==> src/rtl/fetch_unit_if.sv <==
// Fetch-stage bus: memory-side handshake, hazard controls and IF/ID outputs.
// master: the fetch unit; slave: the memory module / hazard logic side.
interface fetch_unit_if;
  localparam int unsigned W = 16;

  logic         noStop;
  logic         MemConflict;
  logic [W-1:0] Instruct;
  logic         branch_taken;
  logic [W-1:0] branch_target;
  logic         stall_id;
  logic [W-1:0] pc;
  logic [W-1:0] if_id_instr;
  logic [W-1:0] if_id_pc;
  logic         if_id_valid;
  logic         fetch_phase;

  modport master (
    input  noStop, MemConflict, Instruct, branch_taken, branch_target, stall_id,
    output pc, if_id_instr, if_id_pc, if_id_valid, fetch_phase
  );

  modport slave (
    output noStop, MemConflict, Instruct, branch_taken, branch_target, stall_id,
    input  pc, if_id_instr, if_id_pc, if_id_valid, fetch_phase
  );
endinterface

==> src/rtl/fetch_unit.sv <==
// Instruction-fetch stage: drives pc for RAM1, tracks the two-clock access
// (address phase / commit phase) and captures the fetched word into IF/ID.
// Optional macro FETCH_SKID_EN adds a 1-entry skid buffer so a fetch that
// completes during an ID stall is kept instead of being refetched.
module fetch_unit #(
  parameter logic [15:0] RESET_PC = 16'h0000,
  parameter logic [15:0] NOP_WORD = 16'h0800
) (
  input logic          clk,
  input logic          rst,
  fetch_unit_if.master bus
);
  localparam int unsigned W = 16;

  typedef enum logic {PH_ADDR = 1'b0, PH_COMMIT = 1'b1} phase_t;

  phase_t       phase_q, phase_n;
  logic [W-1:0] pc_q, pc_n;
  logic [W-1:0] instr_q, instr_n;
  logic [W-1:0] ifpc_q, ifpc_n;
  logic         valid_q, valid_n;
  logic [W-1:0] pc_inc;

`ifdef FETCH_SKID_EN
  logic [W-1:0] skid_instr, skid_instr_n;
  logic [W-1:0] skid_pc, skid_pc_n;
  logic         skid_valid, skid_valid_n;
`endif

  assign pc_inc = W'(pc_q + W'(1));

  // Phase register; frozen while the memory module holds noStop low.
  always_ff @(posedge clk or negedge rst) begin
    if (!rst) phase_q <= PH_ADDR;
    else if (bus.noStop) phase_q <= phase_n;
  end

  // Next phase and next IF/ID / pc values; only the commit edge updates data.
  always_comb begin
    phase_n = (phase_q == PH_ADDR) ? PH_COMMIT : PH_ADDR;
    pc_n    = pc_q;
    instr_n = instr_q;
    ifpc_n  = ifpc_q;
    valid_n = valid_q;
`ifdef FETCH_SKID_EN
    skid_instr_n = skid_instr;
    skid_pc_n    = skid_pc;
    skid_valid_n = skid_valid;
`endif
    if (phase_q == PH_COMMIT) begin
      if (bus.branch_taken) begin
        pc_n    = bus.branch_target;
        instr_n = NOP_WORD;
        valid_n = 1'b0;
`ifdef FETCH_SKID_EN
        skid_valid_n = 1'b0;
`endif
      end else if (bus.stall_id) begin
`ifdef FETCH_SKID_EN
        // Park the completed fetch so the stall does not waste it.
        if (!bus.MemConflict && !skid_valid) begin
          skid_instr_n = bus.Instruct;
          skid_pc_n    = pc_inc;
          skid_valid_n = 1'b1;
          pc_n         = pc_inc;
        end
`endif
      end
`ifdef FETCH_SKID_EN
      // Draining the skid needs no memory, so it wins over a conflict; pc is
      // held so the word at pc (fetched this cycle) is refetched next.
      else if (skid_valid) begin
        instr_n      = skid_instr;
        ifpc_n       = skid_pc;
        valid_n      = 1'b1;
        skid_valid_n = 1'b0;
      end
`endif
      else if (bus.MemConflict) begin
        instr_n = NOP_WORD;
        valid_n = 1'b0;
      end else begin
        instr_n = bus.Instruct;
        ifpc_n  = pc_inc;
        valid_n = 1'b1;
        pc_n    = pc_inc;
      end
    end
  end

  // pc and IF/ID registers; frozen while noStop is low.
  always_ff @(posedge clk or negedge rst) begin
    if (!rst) begin
      pc_q    <= RESET_PC;
      instr_q <= NOP_WORD;
      ifpc_q  <= '0;
      valid_q <= 1'b0;
    end else if (bus.noStop) begin
      pc_q    <= pc_n;
      instr_q <= instr_n;
      ifpc_q  <= ifpc_n;
      valid_q <= valid_n;
    end
  end

`ifdef FETCH_SKID_EN
  // Skid buffer registers.
  always_ff @(posedge clk or negedge rst) begin
    if (!rst) begin
      skid_instr <= '0;
      skid_pc    <= '0;
      skid_valid <= 1'b0;
    end else if (bus.noStop) begin
      skid_instr <= skid_instr_n;
      skid_pc    <= skid_pc_n;
      skid_valid <= skid_valid_n;
    end
  end
`endif

  assign bus.pc          = pc_q;
  assign bus.if_id_instr = instr_q;
  assign bus.if_id_pc    = ifpc_q;
  assign bus.if_id_valid = valid_q;
  assign bus.fetch_phase = phase_q;
endmodule

==> src/flat_wrapper.sv <==
// flat-port wrapper written by rule: the top's interface ports become plain ports
module fetch_unit_flat 
#(
  parameter logic [15:0] RESET_PC = 16'h0000,
  parameter logic [15:0] NOP_WORD = 16'h0800
)
  (clk, rst, bus_noStop, bus_MemConflict, bus_Instruct, bus_branch_taken, bus_branch_target, bus_stall_id, bus_pc, bus_if_id_instr, bus_if_id_pc, bus_if_id_valid, bus_fetch_phase);
  fetch_unit_if bus_i ();
  input logic clk;
  input logic rst;
  input wire logic [$bits(bus_i.noStop)-1:0] bus_noStop;
  input wire logic [$bits(bus_i.MemConflict)-1:0] bus_MemConflict;
  input wire logic [$bits(bus_i.Instruct)-1:0] bus_Instruct;
  input wire logic [$bits(bus_i.branch_taken)-1:0] bus_branch_taken;
  input wire logic [$bits(bus_i.branch_target)-1:0] bus_branch_target;
  input wire logic [$bits(bus_i.stall_id)-1:0] bus_stall_id;
  output wire logic [$bits(bus_i.pc)-1:0] bus_pc;
  output wire logic [$bits(bus_i.if_id_instr)-1:0] bus_if_id_instr;
  output wire logic [$bits(bus_i.if_id_pc)-1:0] bus_if_id_pc;
  output wire logic [$bits(bus_i.if_id_valid)-1:0] bus_if_id_valid;
  output wire logic [$bits(bus_i.fetch_phase)-1:0] bus_fetch_phase;
  assign bus_i.noStop = bus_noStop;
  assign bus_i.MemConflict = bus_MemConflict;
  assign bus_i.Instruct = bus_Instruct;
  assign bus_i.branch_taken = bus_branch_taken;
  assign bus_i.branch_target = bus_branch_target;
  assign bus_i.stall_id = bus_stall_id;
  assign bus_pc = bus_i.pc;
  assign bus_if_id_instr = bus_i.if_id_instr;
  assign bus_if_id_pc = bus_i.if_id_pc;
  assign bus_if_id_valid = bus_i.if_id_valid;
  assign bus_fetch_phase = bus_i.fetch_phase;
  fetch_unit #(.RESET_PC(RESET_PC), .NOP_WORD(NOP_WORD)) u_core (.clk(clk), .rst(rst), .bus(bus_i));
endmodule
==> config.mk <==
export PLATFORM = sky130hd
export DESIGN_NAME = fetch_unit_flat
export DESIGN_NICKNAME = d
export VERILOG_FILES = /design/src/rtl/fetch_unit_if.sv /design/src/rtl/fetch_unit.sv /design/src/flat_wrapper.sv
export SDC_FILE = /design/constraint.sdc
export NUM_CORES = 1
export LEC_CHECK = 0
export ABC_AREA = 1
export BUFFER_PORTS_ARGS = -buffer_cell sky130_fd_sc_hd__buf_4
export CAP_MARGIN = 20
export CELL_PAD_IN_SITES_DETAIL_PLACEMENT = 1
export CELL_PAD_IN_SITES_GLOBAL_PLACEMENT = 2
export CORE_MARGIN = 1.5
export CORE_UTILIZATION = 25
export CTS_CLUSTER_DIAMETER = 200
export DETAILED_ROUTE_END_ITERATION = 6
export GPL_ROUTABILITY_DRIVEN = 0
export PLACE_DENSITY_LB_ADDON = 0.1
export SKIP_CTS_REPAIR_TIMING = 1
export SLEW_MARGIN = 10
export SYNTH_ARGS = -nofsm -noshare
export SYNTH_HDL_FRONTEND = slang
export SYNTH_SLANG_ARGS = --single-unit
==> constraint.sdc <==
create_clock -name clk -period 1.39 [get_ports clk]
set_input_delay 0.278 -clock clk [delete_from_list [all_inputs] [get_ports clk]]
set_output_delay 0.278 -clock clk [all_outputs]
set_load 0.02 [all_outputs]
Yosys cells after proc, flatten, opt, wreduce, memory -nomap -nowiden
Index checks and enable logic that the tools add are counted.

Flip-flop bits (word level): 50. Bits of input ports: 38.

Add/sub/neg operators: 1. Eq/ne operators: 2. Multiplexer cells: 10. Bitwise operators: 3. Reduce and logical (&&, ||, !) cells: 3.

Operator list (count): 2-to-1 mux 16 bit (6); adder 16 x 1 -> 16 bit (second input constant) (1); AND reduction 5 bit (1); 2-to-1 mux 1 bit (4); AND reduction 4 bit (1); NOT 1 bit (3); AND reduction 3 bit (1); != test 2 x 1 -> 1 bit (second input constant) (1); != test 2 bit (second input constant) (1).

Longest topological paths before layout
Gate-level depths: netlist (run 1).

Word-level depth: 4. Gate-level depth with buffers: 9. Gate-level depth less buffers: 8.

Worst setup path after synthesis (run 1)
No wires, ideal clock.

Kind: flip-flop to flip-flop. Start point: register u_core.pc_q[0] (netlist: u_core.bus.pc[0]). End point: register u_core.pc_q[10] (netlist: u_core.bus.pc[10]). Library setup time: 0.117 ns. Data arrival time: 1.325 ns. Data required time: 1.273 ns. Path slack: -0.052 ns. Cell stages (with the launch flop): 9. Buffers on the path: 0. Period minus slack after synthesis: 1.442 ns. Path through: dfrtp_1 ha_1 nand3_2 inv_2 nand2_1 o21ai_1 nand3_1 nand2_1 nand2_1.

Cells in the longest elaborated chain, start to end: 4.

Ends and longest elaborated chain: start: declaration (RTL line fetch_unit.sv:18) `logic [W-1:0] pc_q, pc_n;`; start signal: assignment (RTL line fetch_unit.sv:99) `pc_q <= pc_n;`; adder 16 x 1 -> 16 bit (RTL line fetch_unit.sv:30) `assign pc_inc = W'(pc_q + W'(1));`; 2-to-1 mux 16 bit (RTL line fetch_unit.sv:79) `else if (bus.MemConflict) begin`; 2-to-1 mux 16 bit (RTL line fetch_unit.sv:58) `end else if (bus.stall_id) begin`; 2-to-1 mux 16 bit (RTL line fetch_unit.sv:51) `if (bus.branch_taken) begin`.

Every way passes these cells. The select of a mux whose other input is x is not followed. A chain may end at the register's enable or synchronous reset.

Final worst setup path (run 1)
Start point: register u_core.pc_q[7] (netlist: u_core.bus.pc[7]). End point: output bus_pc[7].

RTL lines: end: declaration (RTL line flat_wrapper.sv:17) `output wire logic [$bits(bus_i.pc)-1:0] bus_pc;`.

No word-level cell between the ends.

==> reports/qor.yml, run 1 <==
area_delta_synth_final_pct: 47.5
syn_avg_cell_area_um2: 8.53
cts_max_level: 2
grt_pass1_vias: 2494
path_max_fanout: 4
finClkSkew_ps: 9.76
slew_viol_final: 0
avgRoutedWirePerCell_um: 13.9
ctsRootBufferMaster: "clkbuf_8"
synthCells: 298
antenna_found_initial: 0
core_um2: 9820
crit_type: "flop to output port"
initial_core_util: 0.259
fillCellCount: 1220
via_count: 2397
synth_cell_type_count: 32
clkTransAtPathRegs_ps: 110
tritoncts: "yes"
layout-drive-gt1-share: 0.414
fmax_mhz: 745
worstPathArrival_ps: 1060
rows: 36
dp_slack_ps: -70.6
vias_per_cell: 4.37
cts_buffers: 5
syn_area_um2: 2540
clockBufferDepth: 2
ys_ff_latch: 50
insertion_delay_ps: 310
grt_max_degree: 36
worstMarginPinSlew_ps: 305
post-route-period-util: 0.966
grt_usage: 0.147
min-delay-start: "bus_Instruct[12]"
ant_nets: 0
chipHeight_um: 104
critPathRequiredTime_ps: 1110
nets: 453
place_hpwl_um: 5900
drv_cap: 0
dieArea_um2: 10800
setup_viol: 0
syn_nets: 337
drt-total-wl_um: 7640
io_buffers: 87
grt_setup_unrepaired: "true"
startpoint: "u_core.bus.pc[7]$_DFFE_PN0P_"
relSlewSlack: 0.797
start_kind: "flop"
outcome: "completed"
period_minus_slack_ps: 1340
final_common_cell: "buf_4"
yosysWarnings: 0
leakage_nw: 1.93
diodes: 0
fp.dieW_um: 104
reg2reg_from: "u_core.bus.pc[0]$_DFFE_PN0P_"
finalHoldViolations: 0
overflow: 0
ir_drop_uv: 598
cts_sinks: 50
setup_tns_ps: 0
total_power_mw: 5.75
io-pin-count: 88
grt_pass1_wl_um: 12800
cp-end-kind: "output port"
hold_path.class: "input port to flop"
drt_iter0_markers: 82
synth-seq-area-share: 0.493
drcViolationCount: 0
power_density_nw_per_um2: 1530
drt_pass1_iterations: 4
final.setup.worst_slack_ps: 47.7
layout_common_cells: "buf_4 (113), nand2_1 (87), dfrtp_1 (47), nor2_1 (31), inv_1 (18)"
-- flip-flops by register name (all words and copies together) (netlist names) --
register,count
u_core.bus.fetch_phase,1
u_core.bus.if_id_instr,16
u_core.bus.if_id_pc,16
u_core.bus.if_id_valid,1
u_core.bus.pc,16
-- layout make-up --
cell class | count | area, µm² | share of cell area
Clock buffer | 5 | 68.8 | 0.0184
Clock inverter | 3 | 21.3 | 0.00567
Sequential cell | 50 | 1250 | 0.335
Timing Repair Buffer | 119 | 958 | 0.256
Inverter | 23 | 93.8 | 0.0250
Tap cell | 133 | 166 | 0.0444
Multi-Input combinational cell | 215 | 1180 | 0.316
-- metal layers --
layer	vias up	track usage	routed length (µm)
li1	1187	-	-
met1	1150	0.207	3710
met2	56	0.233	3520
met3	4	0.0334	354
met4	0	0.0238	53
met5	-	0	0
-- power breakdown --
| part | leakage [nW] | switching [mW] | internal [mW] |
|---|---|---|---|
| Sequential | 0.630 | 0.273 | 1.84 |
| Combinational | 1.26 | 1.53 | 1.21 |
| Clock | 0.0441 | 0.546 | 0.356 |
-- critical path, stage by stage (launching register included) --
cell,delay (ps)
dfrtp_1,420
buf_4,180
buf_4,160
-- path summary, 6_finish.rpt --
check / to / slack (ps) / depth (start not counted)
setup / recovery: bus_pc[7] / 50 / 2
hold / removal: u_core.bus.if_id_instr[12]$_DFFE_PN0P_ / 180 / 2
setup reg to reg: u_core.bus.pc[7]$_DFFE_PN0P_ / 70 / 8
hold reg to reg: u_core.bus.if_id_instr[11]$_DFFE_PN1P_ / 480 / 2
max in group asynchronous: u_core.bus.if_id_instr[11]$_DFFE_PN1P_ / 480 / 3
min in group asynchronous: u_core.bus.fetch_phase$_DFFE_PN0P_ / 380 / 2
-- cell families (layout without fill, tap and decap cells) --
kind of cell,Yosys count,after routing,synth area share
adder cells (fa/ha/maj),1,1,0.00492
XOR/XNOR,6,6,0.0207
AND/OR/NAND/NOR,166,166,0.307
AO/OA/AOI/OAI,42,42,0.106
flip-flops,50,50,0.493
buffers and inverters,33,150,0.0684
-- synthesized netlist by cell type --
master	number	area [µm²]
buf_4	1	7.51
clkbuf_1	1	3.75
o21ai_1	9	45.0
nand2_1	90	338
nand3_1	14	70.1
buf_8	1	15.0
nor2_4	2	22.5
xnor2_1	2	17.5
nor2_1	32	120
nor2_8	2	40.0
xor2_1	4	35.0
nand4_1	4	25.0
a22o_1	12	105
dfstp_2	1	26.3
a21oi_1	3	15.0
dfrtp_1	49	1230
a31oi_1	7	43.8
nand2_4	2	22.5
buf_6	3	33.8
o21ai_2	1	8.76
nand2_8	1	20.0
nand3_2	1	10.0
nor2_2	13	81.3
o22ai_1	1	6.26
nand2_2	5	31.3
o21ai_0	9	45.0
inv_6	1	8.76
inv_4	1	6.26
ha_1	1	12.5
inv_2	3	11.3
inv_1	18	67.6
buf_2	4	20.0
-- through the flow --
step | instances | instance area (µm²) | util | hold WS [ps]
after floorplan | 298 | 2540 | - | -17.6
after global placement | 538 | 3570 | 0.364 | 165
after detailed placement | 538 | 3570 | 0.364 | 169
after CTS | 546 | 3660 | 0.373 | -173
after global routing | 548 | 3750 | 0.382 | 174
final | 548 | 3750 | 0.382 | 180
(Power assumes the default switching activity.)
==> inputs of run 2 (changes only) <==
- CORE_MARGIN: 1.5 -> not set
- REMOVE_ABC_BUFFERS: not set -> 1
==> reports/qor.yml, run 2 (synthesis results as in run 1) <==
cts_buffers: 5  # unchanged
io-pin-count: 88  # unchanged
rows: 36  # unchanged
period_minus_slack_ps: 1360  # was 1340 ps
drt_pass1_iterations: 4  # unchanged
critPathRequiredTime_ps: 1110  # about the same
via_count: 2356  # was 2397
drt-total-wl_um: 7490  # was 7640 µm
nets: 442  # was 453
area_delta_synth_final_pct: 43.7  # was 47.5%
grt_max_degree: 30  # was 36
ir_drop_uv: 625  # was 598 µV
fp.dieW_um: 103  # was 104 µm
start_kind: "flop"  # unchanged
path_max_fanout: 4  # unchanged
power_density_nw_per_um2: 1600  # was 1530 nW/µm²
drv_cap: 0  # unchanged
fillCellCount: 1224  # was 1220
placed_area_um2: 3440  # was 3570 µm²
post-route-period-util: 0.978  # was 0.966
drcViolationCount: 0  # unchanged
cp-end-kind: "output port"  # unchanged
drt_iter0_markers: 53  # was 82
layout-drive-gt1-share: 0.389  # was 0.414
clkTransAtPathRegs_ps: 100  # was 110 ps
cts_max_level: 2  # unchanged
cts_sinks: 50  # unchanged
hold_path.class: "input port to flop"  # unchanged
finalHoldViolations: 0  # unchanged
ctsRootBufferMaster: "clkbuf_8"  # unchanged
grt_setup_unrepaired: "true"  # unchanged
crit_type: "flop to output port"  # unchanged
finClkSkew_ps: 8.89  # was 9.76 ps
place_hpwl_um: 5500  # was 5900 µm
io_buffers: 87  # unchanged
setup_viol: 0  # unchanged
antenna_found_initial: 0  # unchanged
ant_nets: 0  # unchanged
dieArea_um2: 10600  # was 10800 µm²
final_common_cell: "buf_4"  # unchanged
chipHeight_um: 103  # was 104 µm
layout_common_cells: "buf_4 (104), nand2_1 (89), dfrtp_1 (46), nor2_1 (32), inv_1 (18)"  # was buf_4 (113), nand2_1 (87), dfrtp_1 (47), nor2_1 (31), inv_1 (18)
grt_usage: 0.147  # about the same
slew_viol_final: 0  # unchanged
tritoncts: "yes"  # unchanged
multi_input_area_um2: 1170  # was 1180 µm²
grt_pass1_wl_um: 11900  # was 12800 µm
core_um2: 9820  # unchanged
avgRoutedWirePerCell_um: 13.9  # about the same
fmax_mhz: 736  # was 745 MHz
r2r_cells: 8  # unchanged
initial_core_util: 0.259  # unchanged
final_cell_area_um2: 3650  # was 3750 µm²
regArea_um2: 1260  # was 1250 µm²
overflow: 0  # unchanged
vias_per_cell: 4.39  # was 4.37
leakage_nw: 1.88  # was 1.93 nW
worstPathArrival_ps: 1080  # was 1060 ps
holdPathStages: 2  # unchanged
grt_pass1_vias: 2448  # was 2494
worstMarginPinSlew_ps: 338  # was 305 ps
outcome: "completed"  # unchanged
relSlewSlack: 0.775  # was 0.797
whs_ps: 181  # was 180 ps
diodes: 0  # unchanged
insertion_delay_ps: 310  # about the same
clockBufferDepth: 2  # unchanged
## run 2: final timing paths
path	from	to	slack, ps
min in group asynchronous	rst	u_core.bus.fetch_phase$_DFFE_PN0P_	410
worst min register to register	u_core.bus.if_id_instr[11]$_DFFE_PN1P_	u_core.bus.if_id_instr[11]$_DFFE_PN1P_	470
worst min-delay path	bus_Instruct[13]	u_core.bus.if_id_instr[13]$_DFFE_PN0P_	180
max in group asynchronous	rst	u_core.bus.if_id_instr[11]$_DFFE_PN1P_	430
worst max-delay path	u_core.bus.pc[2]$_DFFE_PN0P_	bus_pc[2]	30
worst max register to register	u_core.bus.pc[1]$_DFFE_PN0P_	u_core.bus.pc[8]$_DFFE_PN0P_	70
## run 2: where the power goes
group	total (mW)	internal [mW]	switching (mW)
logic	2.59	1.13	1.46
clock network	1.09	0.541	0.547
registers	2.15	1.84	0.310
## run 2: layout make-up
| class | count | share of cell area |
|---|---|---|
| Clock buffer | 5 | 0.0188 |
| Clock inverter | 3 | 0.0120 |
| Timing Repair Buffer | 108 | 0.233 |
| Sequential cell | 50 | 0.344 |
| Multi-Input combinational cell | 215 | 0.320 |
| Inverter | 23 | 0.0271 |
| Tap cell | 133 | 0.0456 |
## run 2: metrics by stage
step           utilization  total power [mW]  instances  setup slack, ps  setup TNS [ps]
2_1_floorplan            -              3.44        288            -60.7           -1010
3_3_place_gp         0.350              4.64        524             36.4               0
3_5_place_dp         0.350              4.68        524            -3.55           -3.55
4_1_cts              0.362              5.80        532            -17.7           -17.7
5_1_grt              0.372              6.23        537            -12.9           -50.4
6_report             0.372              5.83        537             31.3               0
## run 2: worst max-delay path, stage by stage, from the launching register on
cell	delay, ps
dfrtp_2	460
buf_4	160
buf_4	150
## run 2: per-layer routing
layer	vias up	track usage	routed length, µm
met3	4	0.0285	395
li1	1165	-	-
met4	0	0.0325	55
met1	1125	0.195	3580
met5	-	0	0
met2	62	0.250	3460
==> inputs of run 3 (changes only) <==
- BUFFER_PORTS_ARGS: -buffer_cell sky130_fd_sc_hd__buf_4 -> -buffer_cell sky130_fd_sc_hd__buf_2
- CELL_PAD_IN_SITES_DETAIL_PLACEMENT: 1 -> not set
- CELL_PAD_IN_SITES_GLOBAL_PLACEMENT: 2 -> not set
- CORE_UTILIZATION: 25 -> 50
- PLACE_DENSITY: not set -> 0.8
- PLACE_DENSITY_LB_ADDON: 0.1 -> not set
- clock period: 1.39 -> 1.5 ns (I/O delays scaled with it)
==> reports/qor.yml, run 3 (synthesis results as in run 1) <==
slew_viol_final: 0  # unchanged
post-route-period-util: 0.936
p_int_mw: 3.07  # was 3.52 mW
vias_per_cell: 5.10  # was 4.39
ctsRootBufferMaster: "clkbuf_8"  # unchanged
finalHoldViolations: 0  # unchanged
io_buffers: 87  # unchanged
nets: 428  # was 442
critPathRequiredTime_ps: 1700  # was 1110 ps
crit_type: "flop to flop"  # was flop to output port
worstMarginPinSlew_ps: 449  # was 338 ps
pwr-share-comb: 0.365  # was 0.444
fp.dieW_um: 73.3  # was 103 µm
finClkSkew_ps: 7.93  # was 8.89 ps
power_density_nw_per_um2: 1570  # was 1600 nW/µm²
chipHeight_um: 73.3  # was 103 µm
power_frac_seq: 0.407  # was 0.369
r2r_slack_ps: 100  # was 70 ps
grt_usage: 0.234  # was 0.147
drt_pass1_iterations: 4  # unchanged
drt-total-wl_um: 5960  # was 7490 µm
final_cell_area_um2: 3200  # was 3650 µm²
overflow: 0  # unchanged
p_clk_frac: 0.228  # was 0.186
cts_max_level: 2  # unchanged
period_minus_slack_ps: 1400
io-pin-count: 88  # unchanged
layout-drive-gt1-share: 0.349  # was 0.389
start_kind: "flop"  # unchanged
grt_pass1_vias: 2114  # was 2448
final_common_cell: "nand2_1"  # was buf_4
reg2reg_from: "u_core.bus.pc[1]$_DFFE_PN0P_"  # unchanged
diodes: 0  # unchanged
antenna_found_initial: 0  # unchanged
relSlewSlack: 0.700  # was 0.775
placedCellCount: 447  # was 524
area_delta_synth_final_pct: 26.1  # was 43.7%
startpoint: "u_core.bus.pc[1]$_DFFE_PN0P_"  # was u_core.bus.pc[2]$_DFFE_PN0P_
outcome: "completed"  # unchanged
drt_iter0_markers: 99  # was 53
netSwitchingPower_mw: 1.97  # was 2.32 mW
insertion_delay_ps: 310  # about the same
layout_common_cells: "nand2_1 (90), buf_2 (87), dfrtp_1 (49), nor2_1 (32), inv_1 (18)"  # was buf_4 (104), nand2_1 (89), dfrtp_1 (46), nor2_1 (32), inv_1 (18)
leakage_nw: 1.74  # was 1.88 nW
worstPathArrival_ps: 1600  # was 1080 ps
grt_max_degree: 27  # was 30
tritoncts: "yes"  # unchanged
fmax_mhz: 712
switching_share: 0.391  # was 0.397
core_um2: 4820  # was 9820 µm²
clkTransAtPathRegs_ps: 90  # was 100 ps
avgRoutedWirePerCell_um: 13.0  # was 13.9 µm
final_cells: 457  # was 537
hold_path.class: "input port to flop"  # unchanged
grt_pass1_wl_um: 9680  # was 11900 µm
path_max_fanout: 4  # unchanged
min-delay-start: "bus_Instruct[12]"  # was bus_Instruct[13]
total_power_mw: 5.04  # was 5.83 mW
drcViolationCount: 0  # unchanged
cp-end-kind: "flop"  # was output port
cts_sinks: 50  # unchanged
fillCellCount: 431  # was 1224
initial_core_util: 0.528  # was 0.259
clockBufferDepth: 2  # unchanged
rows: 25  # was 36
via_count: 2332  # was 2356
setup_viol: 0  # unchanged
placed_area_um2: 3030  # was 3440 µm²
ant_nets: 0  # unchanged
place_hpwl_um: 4300  # was 5500 µm
dieArea_um2: 5370  # was 10600 µm²
ir_drop_uv: 963  # was 625 µV
cts_buffers: 5  # unchanged
drv_cap: 0  # unchanged
run 3: path summary, 6_finish.rpt:
path | end | cells after the start
hold reg to reg | u_core.bus.if_id_instr[11]$_DFFE_PN1P_ | 2
hold / removal | u_core.bus.if_id_instr[12]$_DFFE_PN0P_ | 2
min in group asynchronous | u_core.bus.pc[11]$_DFFE_PN0P_ | 2
max in group asynchronous | u_core.bus.if_id_pc[2]$_DFFE_PN0P_ | 3
setup reg to reg | u_core.bus.pc[8]$_DFFE_PN0P_ | 8
setup / recovery | u_core.bus.pc[8]$_DFFE_PN0P_ | 8
run 3: area by class of cell:
class / instances / area [µm²] / share of cell area
sequential: 50 / 1250 / 0.391
clock buffer: 6 / 82.6 / 0.0258
multi-input combinational: 215 / 1130 / 0.352
clock inverter: 2 / 60.1 / 0.0187
tap: 67 / 83.8 / 0.0262
inverter: 23 / 93.8 / 0.0293
timing repair buffer: 94 / 503 / 0.157
run 3: critical path, cell delays in order, from the launching register on:
cell and delay, ps:
dfrtp_1 410, ha_2 230, nand3_4 100, inv_2 100, nand2_1 90, xor2_1 190, nand2_1 70, nand2_1 70
nand2_1 40
run 3: metal layers:
layer	wire length, µm	up-vias	share of wire	global-route usage
met4	63	0	0.011	0.0684
met1	2610	1078	0.44	0.316
met5	0	-	0	0
met2	2810	110	0.47	0.389
met3	478	7	0.080	0.0398
li1	-	1137	-	-
run 3: power by group through the flow:
stage | clock network [mW] | logic, mW | registers, mW
3_5_place_dp | 0 | 1.81 | 2.06
4_1_cts | 1.17 | 1.82 | 2.04
3_3_place_gp | 0 | 1.78 | 2.04
2_1_floorplan | 0 | 0.725 | 2.46
6_report | 1.15 | 1.84 | 2.05
5_1_grt | 1.23 | 2.02 | 2.11
run 3: metrics by stage:
stage                      util  hold slack (ps)  setup TNS, ps  worst slack, ps
after floorplan               -             4.41              0             49.3
after global placement    0.629              257              0              139
after detailed placement  0.629              261              0             97.3
after CTS                 0.659            -69.8              0             78.7
after global routing      0.665              205          -63.6            -21.0
final                     0.665              214              0             95.9
